===== src/rtl/ram_loader.sv =====
// Byte-stream to AXI-Lite write sequencer: packs bytes little-endian into
// words and writes them one at a time from BASE_ADDR upward.
module ram_loader #(
  parameter int                    DATA_WIDTH = 32,
  parameter int                    ADDR_WIDTH = 16,
  parameter int                    STRB_WIDTH = DATA_WIDTH/8,
  parameter logic [ADDR_WIDTH-1:0] BASE_ADDR  = '0,
  parameter int                    LOAD_BYTES = 1024
) (
  input  logic                  clk,
  input  logic                  rst,
  input  logic                  start,
  input  logic [7:0]            s_data,
  input  logic                  s_valid,
  output logic                  s_ready,
  output logic [ADDR_WIDTH-1:0] awaddr,
  output logic [2:0]            awprot,
  output logic                  awvalid,
  input  logic                  awready,
  output logic [DATA_WIDTH-1:0] wdata,
  output logic [STRB_WIDTH-1:0] wstrb,
  output logic                  wvalid,
  input  logic                  wready,
  input  logic [1:0]            bresp,
  input  logic                  bvalid,
  output logic                  bready,
  output logic                  busy,
  output logic                  done,
  output logic                  error
);
  localparam int CW = (LOAD_BYTES > 0) ? $clog2(LOAD_BYTES + 1) : 1;
  localparam int LW = (STRB_WIDTH > 1) ? $clog2(STRB_WIDTH) : 1;
  localparam logic [CW-1:0] LOAD_N    = CW'(LOAD_BYTES);
  localparam logic [LW-1:0] LAST_LANE = LW'(STRB_WIDTH - 1);

  typedef enum logic [2:0] {IDLE, COLLECT, WRITE, RESP, DONE} state_t;

  state_t        state;
  logic [CW-1:0] count;
  logic [LW-1:0] lane;
  logic          aw_ok;
  logic          w_ok;

  assign awprot  = 3'b000;
  assign s_ready = (state == COLLECT);
  assign bready  = (state == RESP);
  assign busy    = (state != IDLE) && (state != DONE);
  assign done    = (state == DONE);
  // A channel is finished once its valid is low or its handshake completes now.
  assign aw_ok   = !awvalid || awready;
  assign w_ok    = !wvalid || wready;

  always_ff @(posedge clk) begin
    if (rst) begin
      state   <= IDLE;
      awvalid <= 1'b0;
      wvalid  <= 1'b0;
      error   <= 1'b0;
      awaddr  <= BASE_ADDR;
      wdata   <= '0;
      wstrb   <= '0;
      count   <= '0;
      lane    <= '0;
    end else begin
      case (state)
        IDLE, DONE: begin
          if (start) begin
            error  <= 1'b0;
            count  <= '0;
            lane   <= '0;
            wdata  <= '0;
            wstrb  <= '0;
            awaddr <= BASE_ADDR;
            state  <= (LOAD_BYTES == 0) ? DONE : COLLECT;
          end
        end
        COLLECT: begin
          if (s_valid) begin
            wdata[8*int'(lane) +: 8] <= s_data;
            wstrb[lane]              <= 1'b1;
            lane                     <= lane + LW'(1);
            count                    <= count + CW'(1);
            if (lane == LAST_LANE || count + CW'(1) == LOAD_N) begin
              state   <= WRITE;
              awvalid <= 1'b1;
              wvalid  <= 1'b1;
            end
          end
        end
        WRITE: begin
          if (awready) awvalid <= 1'b0;
          if (wready)  wvalid  <= 1'b0;
          if (aw_ok && w_ok) state <= RESP;
        end
        RESP: begin
          if (bvalid) begin
            error  <= error | (bresp != 2'b00);
            awaddr <= awaddr + ADDR_WIDTH'(STRB_WIDTH);
            wdata  <= '0;
            wstrb  <= '0;
            lane   <= '0;
            state  <= (count == LOAD_N) ? DONE : COLLECT;
          end
        end
        default: state <= IDLE;
      endcase
    end
  end
endmodule


===== config.mk =====
export PLATFORM = sky130hd
export DESIGN_NAME = ram_loader
export DESIGN_NICKNAME = d
export VERILOG_FILES = /design/src/rtl/ram_loader.sv
export SDC_FILE = /design/constraint.sdc
export NUM_CORES = 1
export LEC_CHECK = 0
export CORE_ASPECT_RATIO = 0.6
export CORE_UTILIZATION = 53
export DETAILED_ROUTE_END_ITERATION = 12
export GPL_ROUTABILITY_DRIVEN = 0
export PLACE_DENSITY = 0.81
export SYNTH_ARGS = -nofsm -noshare
export SYNTH_HDL_FRONTEND = slang
export SYNTH_SLANG_ARGS = --single-unit
export TNS_END_PERCENT = 20

===== constraint.sdc =====
create_clock -name clk -period 5.1 [get_ports clk]
set_input_delay 1.02 -clock clk [delete_from_list [all_inputs] [get_ports clk]]
set_output_delay 1.02 -clock clk [all_outputs]
set_load 0.02 [all_outputs]

==> summary.txt, run 1 <==
Power and ir drop
  • Power share of the clock group: 0.302
  • Power per standard cell area: 338 nW/um2
  • Switching pwr: 0.508 mW
  • Max VDD drop: roughly 0.15 mV
  • Comb power frac: 0.277
  • Seq pwr share: 0.421
  • Lkg Pwr: roughly 1.4 nW
  • Sw Ratio: 0.362
  • Internal power: 0.895 mW
  • Power, Total: 1.40 mW

Clock network
  • Clock-pin transition on the worst setup and hold timing paths: 0.08 ns
  • Post-CTS Setup Inserts: 0
  • Root buf cell: clkbuf_8
  • Total CTS buffers: 9
  • CTS sink cnt: 69
  • H-tree depth: 3
  • Post-cts resize count: 0
  • TritonCTS clock tree: yes
  • Worst-skew pair later-pin latency: between 0.3 and 0.4 ns
  • Hold buffers post-CTS: 0
  • Maximum root-to-sink buffer count: 2

Floorplanning
  • Chip height: 62.6 um
  • I/O Pins: roughly 80
  • Die X: 103 um
  • Core box area: 5730 um2
  • Die ar.: between 6000 and 7000 um2
  • Row count: 21
  • Initial Util: 0.567

Layout
  • FILL cells: 467
  • Multi-input logic area: around 1700 um2
  • Share of cells above drive strength 1: 0.0539
  • Finished Core Util: 0.724
  • Flip-flop and latch area: roughly 1400 um2
  • Final nets: 483
  • Diodes inserted: 0
  • Area growth syn-to-layout: 27.7%

Yosys
  • Post-synth cell types: between 50 and 60
  • Synth area leader: dfxtp_1
  • Asr flop ratio synth: 0
  • Number of synthesized flops with an enable pin: 0
  • Avg Cell Area, Syn: 8.16 um2
  • Flops & latches, synth: 69
  • Syn Std Cell Area: 3250 um2
  • Post-synthesis cell count: 398
  • Post-synth top area share: 0.425
  • Sequential area share after synthesis: 0.425
  • Synth Flop Type: dfxtp_1
  • Leading post-synthesis cells by cell area: dfxtp_1, a21oi_1, nor2_1
  • YS warnings: 0

Critical path
  • WP data required: 4.08 ns
  • Startpoint types: register
  • CP Max Fanout: 12
  • CP Class: register to output pin
  • CP Data Arrival Time: 2.19 ns
  • CP endpoint kind: output pin

Worst hold path
  • Worst hold path class: register to register

Timing
  • Tcrit/Tclk final: 0.629
  • F_max: 312 MHz
  • Setup ws final: approximately 1.9 ns
  • Rel. slew slack: 0.302
  • Max Slew Vio Count: 0
  • RSZ-0062 raised after global routing: false
  • Hold Slack: 0.453 ns
  • Tightest Pin Transition: 1.05 ns
  • Sum Neg Setup Slack: 0 ns
  • Final min period: ~3.2 ns
  • Final setup viols: 0
  • Max Clock Skew: about 0.010 ns
  • Final Hold Viols: 0

Global route
  • Largest net degree at the start of global routing: 58
  • GRT overflow: 0
  • Wire length of the first global-routing pass: 14.1 mm
  • Number of global-route vias before repair: between 2k and 3k
  • Total global-route track usage: 0.285
  • Initial antenna violation count: 0

Placement
  • Port Buffers: 73
  • Pre-CTS setup slack: 1.70 ns
  • Detailed Place HPWL: 5.99 mm

Route
  • Final WL: 8.55 mm
  • DRC: 0
  • Vias per inst: 5.82
  • Initial DRC count: ~210
  • Antenna viol nets, final: 0
  • Avg WL per Cell: 15.7 um
  • DR vias: 3165
  • Drt pass-1 iters: 5

Flow run
  • Max-Cap Viols: 0

Run status
  • Status: complete, no violations
==> layout by cell type, fill, tap and decap left out, drive strengths merged, types with 3 or more instances in the layout <==
cell           synthesis  layout
clkdlybuf4s50          0      72
dfxtp                 69      69
nor2                  50      50
a21oi                 48      48
nand2                 39      39
nand3                 29      29
a22oi                 15      15
inv                   10      14
xor2                  10      10
clkbuf                20      10
o21ai                 10      10
nor3                   8       8
nand4                  8       8
ha                     7       7
and2                   6       6
a211oi                 6       6
conb                   1       5
nand2b                 4       4
and3                   4       4
and4                   4       4
mux2i                  3       3
a21o                   3       3
nand3b                 3       3
a31oi                  3       3
==> cells by family after synthesis <==
family,share of synthesized area
adder cells (fa/ha/maj),0.0270
flip-flops,0.425
multiplexers,0.0127
XOR/XNOR,0.0324
other,0.00115
buffers and inverters,0.0543
AO/OA/AOI/OAI,0.191
AND/OR/NAND/NOR,0.256
==> cells in the mapped netlist (2+ instances only) <==
master     instances
buf_6              2
a21o_1             3
or4_1              2
nand3b_1           3
ha_1               7
a21oi_1           48
nand3_1           29
xnor2_1            2
mux2i_1            3
nand2_1           39
a211oi_1           6
and2_1             6
dfxtp_1           69
nand4_1            7
xor2_1            10
a31oi_1            3
nor3_1             8
clkbuf_1          20
a22oi_1           15
o2111ai_1          2
nand2b_1           4
inv_1             10
or3_1              2
a32oi_1            2
buf_4              5
and4_1             4
and3_1             4
nor2_1            50
o21ai_0            9
nor2b_1            2
o31ai_1            2
==> critical path, cell delays in order (launching register included) <==
cell and delay (ns):
dfxtp_1 0.54, or3b_2 0.54, inv_1 0.14, clkdlybuf4s50_1 0.61
==> final cells by class <==
cell class / instances / area share
inverter: 10 / 0.00905
sequential: 69 / 0.333
clock inverter: 6 / 0.0127
clock buffer: 10 / 0.0332
multi-input combinational: 295 / 0.411
timing repair buffer: 74 / 0.177
tap: 80 / 0.0241
==> state kept, by name (all words and copies together) (netlist names) <==
| name | cells |
|---|---|
| wdata | 32 |
| awaddr | 14 |
| count | 11 |
| wstrb | 4 |
| state | 3 |
| lane | 2 |
| awvalid | 1 |
| error | 1 |
| wvalid | 1 |
==> metal layers <==
metal / part of all wire / track usage / wire length, um / vias up
met1: 0.48 / 0.397 / 4080 / 1466
met5: 0 / 0 / 0 / -
li1: - / - / - / 1521
met3: 0.081 / 0.0727 / 690 / 15
met2: 0.43 / 0.423 / 3650 / 163
met4: 0.015 / 0.106 / 129 / 0
==> power by group through the flow <==
stage | sequential, mW | clock, mW | combinational (mW)
floorplan | 0.606 | 0 | 0.265
global placement | 0.600 | 0 | 0.376
detailed placement | 0.602 | 0 | 0.382
CTS | 0.590 | 0.434 | 0.384
global route | 0.593 | 0.461 | 0.422
finish | 0.591 | 0.424 | 0.388
==> through the flow <==
stage,cell area [um2],std cells
3_5_place_dp,3960,528
3_3_place_gp,3960,528
2_1_floorplan,3260,402
5_1_grt,4150,544
4_1_cts,4150,544
6_report,4150,544
==> worst paths after layout <==
check                                to  cells after the start                   from  slack (ns)
setup / recovery                s_ready                      3  state[0]$_SDFFE_PP0P_        1.89
hold / removal    wdata[1]$_SDFFE_PP0P_                      2  wdata[1]$_SDFFE_PP0P_        0.45
setup reg to reg  count[7]$_SDFFE_PP0P_                      6  state[0]$_SDFFE_PP0P_        2.67
hold reg to reg   wdata[1]$_SDFFE_PP0P_                      2  wdata[1]$_SDFFE_PP0P_        0.45
Note: power is estimated with default switching activity, not from simulation.
==> inputs of run 2 (changes only) <==
--- a/config.mk
+++ b/config.mk
@@ -6,10 +6,10 @@
 export NUM_CORES = 1
 export LEC_CHECK = 0
 export CORE_ASPECT_RATIO = 0.6
-export CORE_UTILIZATION = 53
+export CORE_UTILIZATION = 49
 export DETAILED_ROUTE_END_ITERATION = 12
 export GPL_ROUTABILITY_DRIVEN = 0
-export PLACE_DENSITY = 0.81
+export PLACE_DENSITY = 0.75
 export SYNTH_ARGS = -nofsm -noshare
 export SYNTH_HDL_FRONTEND = slang
 export SYNTH_SLANG_ARGS = --single-unit
==> constraint.sdc (replaced) <==
create_clock -name clk -period 3.1 [get_ports clk]
set_input_delay 0.62 -clock clk [delete_from_list [all_inputs] [get_ports clk]]
set_output_delay 0.62 -clock clk [all_outputs]
set_load 0.02 [all_outputs]
==> run 2 against run 1 <==
Clock power rose by 73%; global-route usage down 3.9 points; cell area is 0.87% higher; critical path depth stayed put; worst hold slack better by 0.0020 ns; register-to-register slack lost 1.9 ns; via count down 2.9%; non-clock buffer count grew 3; sequential share of layout area shrank 0.29 points; routed wire length shrank 5.2%; first-iteration DRC count down 15%; critical path type unchanged; critical endpoint unchanged; largest cell class unchanged.
==> summary.txt, run 2 (synthesized netlist as in run 1, its figures left out) <==
Floorplanning
  • Chip height: 65.1 um
  • Die X: 107 um
  • Die ar.: 6970 um2
  • Core box area: 6250 um2
  • I/O Pins: 79
  • Row count: 22
  • Initial Util: 0.520

Critical path
  • CP Max Fanout: 12
  • CP Data Arrival Time: 2.15 ns
  • Max incr delay on CP: 0.61 ns
  • Startpoint types: register
  • CP endpoint kind: output pin
  • CP Class: register to output pin
  • CP Cell Sequence: or3b_2 -> inv_1 -> clkdlybuf4s50_1
  • WP data required: 2.48 ns
  • Slowest-stage cell, CP: clkdlybuf4s50_1

Power and ir drop
  • Power, Total: 2.35 mW
  • Lkg Pwr: 1.44 nW
  • Max VDD drop: between 0.2 and 0.25 mV
  • Power per standard cell area: 561 nW/um2

Timing
  • Final Hold Viols: 0
  • Final setup viols: 0
  • Tightest Pin Transition: 0.733 ns
  • Hold Slack: roughly 0.45 ns
  • Max Slew Vio Count: 0
  • Sum Neg Setup Slack: 0 ns
  • F_max: 361 MHz
  • Rel. slew slack: 0.510
  • Tcrit/Tclk final: 0.895
  • Max Clock Skew: 0.0132 ns
  • RSZ-0062 raised after global routing: false
  • Final min period: 2.77 ns

Layout
  • Top reg by flops: wdata
  • Final instance area: 4180 um2
  • Most frequent cells in the layout: clkdlybuf4s50_1, dfxtp_1, nor2_1
  • Share of cells above drive strength 1: 0.0578
  • FILL cells: ~530
  • Most common library cell in the layout ignoring fill and taps: clkdlybuf4s50_1
  • Biggest regs: wdata: 32 flops, awaddr: 14 flops, count: 11 flops
  • Diodes inserted: 0
  • Area growth syn-to-layout: 28.8%
  • Finished Core Util: 0.669
  • Final nets: 486
  • Max reg flops: 32

Clock network
  • Root buf cell: clkbuf_8
  • Clock-pin transition on the worst setup and hold timing paths: 0.08 ns
  • CTS sink cnt: 69
  • Total CTS buffers: 9
  • Post-cts resize count: 0
  • Maximum root-to-sink buffer count: 2
  • TritonCTS clock tree: yes
  • H-tree depth: 3
  • Worst-skew pair later-pin latency: 0.35 ns
  • Hold buffers post-CTS: 0
  • Post-CTS Setup Inserts: 0

Run status
  • Status: complete, no violations

Global route
  • Number of global-route vias before repair: 2792
  • Largest net degree at the start of global routing: 37
  • GRT overflow: 0
  • Wire length of the first global-routing pass: roughly 13 mm
  • Initial antenna violation count: 0
  • Total global-route track usage: 0.246

Placement
  • Detailed Place HPWL: approximately 5.8 mm
  • Port Buffers: 73
  • Placed Area: roughly 4000 um2

Route
  • Avg WL per Cell: around 15 um
  • Vias per inst: 5.58
  • Antenna viol nets, final: 0
  • DR vias: 3073
  • Drt pass-1 iters: 5
  • Final WL: 8.10 mm
  • DRC: 0
  • Initial DRC count: ~180

Worst hold path
  • Worst hold path class: register to register

Flow run
  • Max-Cap Viols: 0
## run 2: stage by stage
step	cells	setup slack (ns)
after CTS	551	0.319
after global placement	535	0.323
final	551	0.327
after floorplan	402	0.843
after global routing	551	0.245
after detailed placement	535	0.273
## run 2: cell type report
class | count | area [um2] | share of cell area
flip-flops and latches | 69 | 1380 | 0.330
well taps | 84 | 105 | 0.0251
inverters | 10 | 37.5 | 0.00897
clock inverters | 6 | 71.3 | 0.0171
repair buffers | 77 | 756 | 0.181
clock buffers | 10 | 128 | 0.0305
multi-input cells | 295 | 1700 | 0.407
## run 2: worst max-delay path: cells and delay by family (launching register included)
family                 cells  cell delay (ns)
buffers and inverters      2             0.74
DFF                        1             0.53
and+or+nand+nor            1             0.54
## run 2: power by group
| part | switching, mW | internal, mW | leakage, nW |
|---|---|---|---|
| registers | 0.0471 | 0.924 | 0.557 |
| logic | 0.413 | 0.229 | 0.792 |
| clock network | 0.357 | 0.377 | 0.0931 |
## run 2: worst paths after layout
kind	from	end	slack [ns]	cells after the start
worst max-delay path	state[0]$_SDFFE_PP0P_	s_ready	0.33	3
worst min-delay path	wdata[14]$_SDFFE_PP0P_	wdata[14]$_SDFFE_PP0P_	0.45	2
worst max register to register	state[0]$_SDFFE_PP0P_	count[2]$_SDFFE_PP0P_	0.76	6
worst min register to register	wdata[14]$_SDFFE_PP0P_	wdata[14]$_SDFFE_PP0P_	0.45	2
## run 2: routing by layer
metal  up-vias  GRT usage  routed length [um]
li1       1532          -                   -
met1      1434      0.336                3970
met2       101      0.359                3370
met3         6      0.105                 702
met4         0     0.0565                  65
met5         -          0                   0
==> inputs of run 3 (changes only) <==
--- a/config.mk
+++ b/config.mk
@@ -5,11 +5,10 @@
 export SDC_FILE = /design/constraint.sdc
 export NUM_CORES = 1
 export LEC_CHECK = 0
-export CORE_ASPECT_RATIO = 0.6
-export CORE_UTILIZATION = 49
+export CORE_UTILIZATION = 53
 export DETAILED_ROUTE_END_ITERATION = 12
 export GPL_ROUTABILITY_DRIVEN = 0
-export PLACE_DENSITY = 0.75
+export PLACE_DENSITY = 0.81
 export SYNTH_ARGS = -nofsm -noshare
 export SYNTH_HDL_FRONTEND = slang
 export SYNTH_SLANG_ARGS = --single-unit
==> constraint.sdc (replaced) <==
create_clock -name clk -period 3.2 [get_ports clk]
set_input_delay 0.64 -clock clk [delete_from_list [all_inputs] [get_ports clk]]
set_output_delay 0.64 -clock clk [all_outputs]
set_load 0.02 [all_outputs]
==> run 3 against run 2 <==
Non-clock buffer count is the same; die area is 7.5% lower; clock skew fell by 0.0078 ns; sequential power down 3.1%; sequential cell count stayed put; sequential share of layout area up 0.079 points; critical path type unchanged; largest power group unchanged; highest routed layer unchanged.
==> summary.txt, run 3 (synthesized netlist as in run 1, its figures left out) <==
Run status
  • Status: complete, no violations

Route
  • DRC: 0
  • Antenna viol nets, final: 0
  • Avg WL per Cell: 14.8 um
  • Final WL: 8.00 mm
  • Drt pass-1 iters: 4
  • Initial DRC count: 266
  • DR vias: 3100
  • Vias per inst: 5.72

Critical path
  • CP endpoint kind: output pin
  • CP top delay family: buffers and inverters
  • CP Data Arrival Time: 2.20 ns
  • Startpoint types: register
  • Slowest-stage cell, CP: clkdlybuf4s50_1
  • R2r worst-path depth: 6
  • Crit. Startpoint: state[0]$_SDFFE_PP0P_
  • CP Cell Sequence: or3b_2 -> inv_1 -> clkdlybuf4s50_1
  • CP bufs+invs: 2
  • CP Class: register to output pin
  • CP Capture Point: s_ready
  • CP Max Fanout: 12
  • Max incr delay on CP: 0.62 ns
  • Reg-to-reg critical path startpoint: state[0]$_SDFFE_PP0P_
  • Levels on crit path: 3
  • Reg2reg end: count[2]$_SDFFE_PP0P_
  • Reg2Reg Setup Slack: 0.83 ns
  • WP data required: 2.56 ns

Clock network
  • Hold buffers post-CTS: 0
  • Post-CTS Setup Inserts: 0
  • Total CTS buffers: 9
  • Post-cts resize count: 0
  • CTS sink cnt: 69
  • H-tree depth: 3
  • Root buf cell: clkbuf_8
  • Maximum root-to-sink buffer count: 2
  • Clock-pin transition on the worst setup and hold timing paths: 0.07 ns
  • Worst-skew pair later-pin latency: approximately 0.34 ns
  • TritonCTS clock tree: yes

Layout
  • Diodes inserted: 0
  • Most frequent cells in the layout: clkdlybuf4s50_1, dfxtp_1, nor2_1
  • Most common library cell in the layout ignoring fill and taps: clkdlybuf4s50_1
  • Share of cells above drive strength 1: 0.0600
  • Final nets: a little under 500
  • Top reg by flops: wdata
  • Biggest regs: wdata: 32 flops, awaddr: 14 flops, count: 11 flops
  • Area growth syn-to-layout: 28.5%
  • Max reg flops: 32
  • Final instance area: between 4000 and 5000 um2
  • FILL cells: 508

Power and ir drop
  • Power per standard cell area: 545 nW/um2
  • Max VDD drop: approximately 0.35 mV
  • Lkg Pwr: 1.44 nW

Floorplanning
  • Row count: 28
  • Initial Util: 0.548
  • I/O Pins: 79
  • Core box area: 5920 um2
  • Die ar.: 6440 um2
  • Die X: 80.3 um
  • Chip height: 80.3 um

Global route
  • GRT overflow: 0
  • Total global-route track usage: 0.245
  • Largest net degree at the start of global routing: 46
  • Initial antenna violation count: 0
  • Number of global-route vias before repair: 2712
  • Wire length of the first global-routing pass: 12.2 mm

Flow run
  • Max-Cap Viols: 0

Timing
  • F_max: approximately 350 MHz
  • Final setup viols: 0
  • Tcrit/Tclk final: 0.886
  • Max Clock Skew: ~0.0055 ns
  • Tightest Pin Transition: 0.702 ns
  • Sum Neg Setup Slack: 0 ns
  • Max Slew Vio Count: 0
  • Rel. slew slack: 0.532
  • Final min period: ~2.8 ns
  • RSZ-0062 raised after global routing: false
  • Setup ws final: between 0.3 and 0.4 ns
  • Final Hold Viols: 0

Placement
  • Detailed Place HPWL: between 5 and 6 mm
  • Pre-CTS setup slack: 0.358 ns
  • Port Buffers: 73
  • Placed Area: 3970 um2

Worst hold path
  • Worst hold path class: register to register
  • HP Start: error$_SDFFE_PP0P_
-- run 3: changes by cell type in the layout (fill, tap and decap cells not counted), sizes merged --
cell,before,now
inv,11,10
clkinvlp,2,3
-- run 3: worst register-to-register path: stages (launching register included) --
cell	delay, ns
dfxtp_1	0.54
or3b_2	0.54
inv_1	0.15
nand2_1	0.30
and2_1	0.41
o21ai_0	0.23
a21oi_1	0.08
-- run 3: final cells by class --
type / instances / area [um2] / area share
multi-input cells: 295 / 1700 / 0.408
repair buffers: 77 / 756 / 0.181
clock buffers: 10 / 138 / 0.0330
inverters: 10 / 37.5 / 0.00900
flip-flops and latches: 69 / 1380 / 0.331
well taps: 75 / 93.8 / 0.0225
clock inverters: 6 / 62.6 / 0.0150
-- run 3: how the worst min path moves through the flow --
stage / end / cells past startpoint
2_1_floorplan: count[10]$_SDFFE_PP0P_ / 2
3_3_place_gp: wdata[29]$_SDFFE_PP0P_ / 2
3_5_place_dp: wdata[28]$_SDFFE_PP0P_ / 2
4_1_cts: wdata[28]$_SDFFE_PP0P_ / 2
5_1_grt: wdata[28]$_SDFFE_PP0P_ / 2
6_report: error$_SDFFE_PP0P_ / 2
-- run 3: routing by layer --
layer / track usage / up-vias / routed length (um) / part of all wire
met5: 0 / - / 0 / 0
met2: 0.402 / 91 / 3750 / 0.47
met3: 0.0761 / 13 / 482 / 0.060
li1: - / 1526 / - / -
met4: 0.114 / 0 / 127 / 0.016
met1: 0.290 / 1470 / 3640 / 0.45
-- run 3: where the power goes --
part | switching, mW | leakage [nW] | internal (mW)
clock network | 0.339 | 0.0943 | 0.378
logic | 0.394 | 0.792 | 0.223
registers | 0.0457 | 0.557 | 0.895
total | 0.779 | 1.44 | 1.50
-- run 3: through the flow --
stage / std cells / power (mW) / utilization / hold slack [ns]
floorplan: 402 / 1.39 / - / 0.484
global placement: 526 / 1.56 / 0.671 / 0.438
detailed placement: 526 / 1.57 / 0.671 / 0.444
CTS: 542 / 2.28 / 0.705 / 0.453
global route: 542 / 2.38 / 0.705 / 0.466
finish: 542 / 2.27 / 0.705 / 0.453
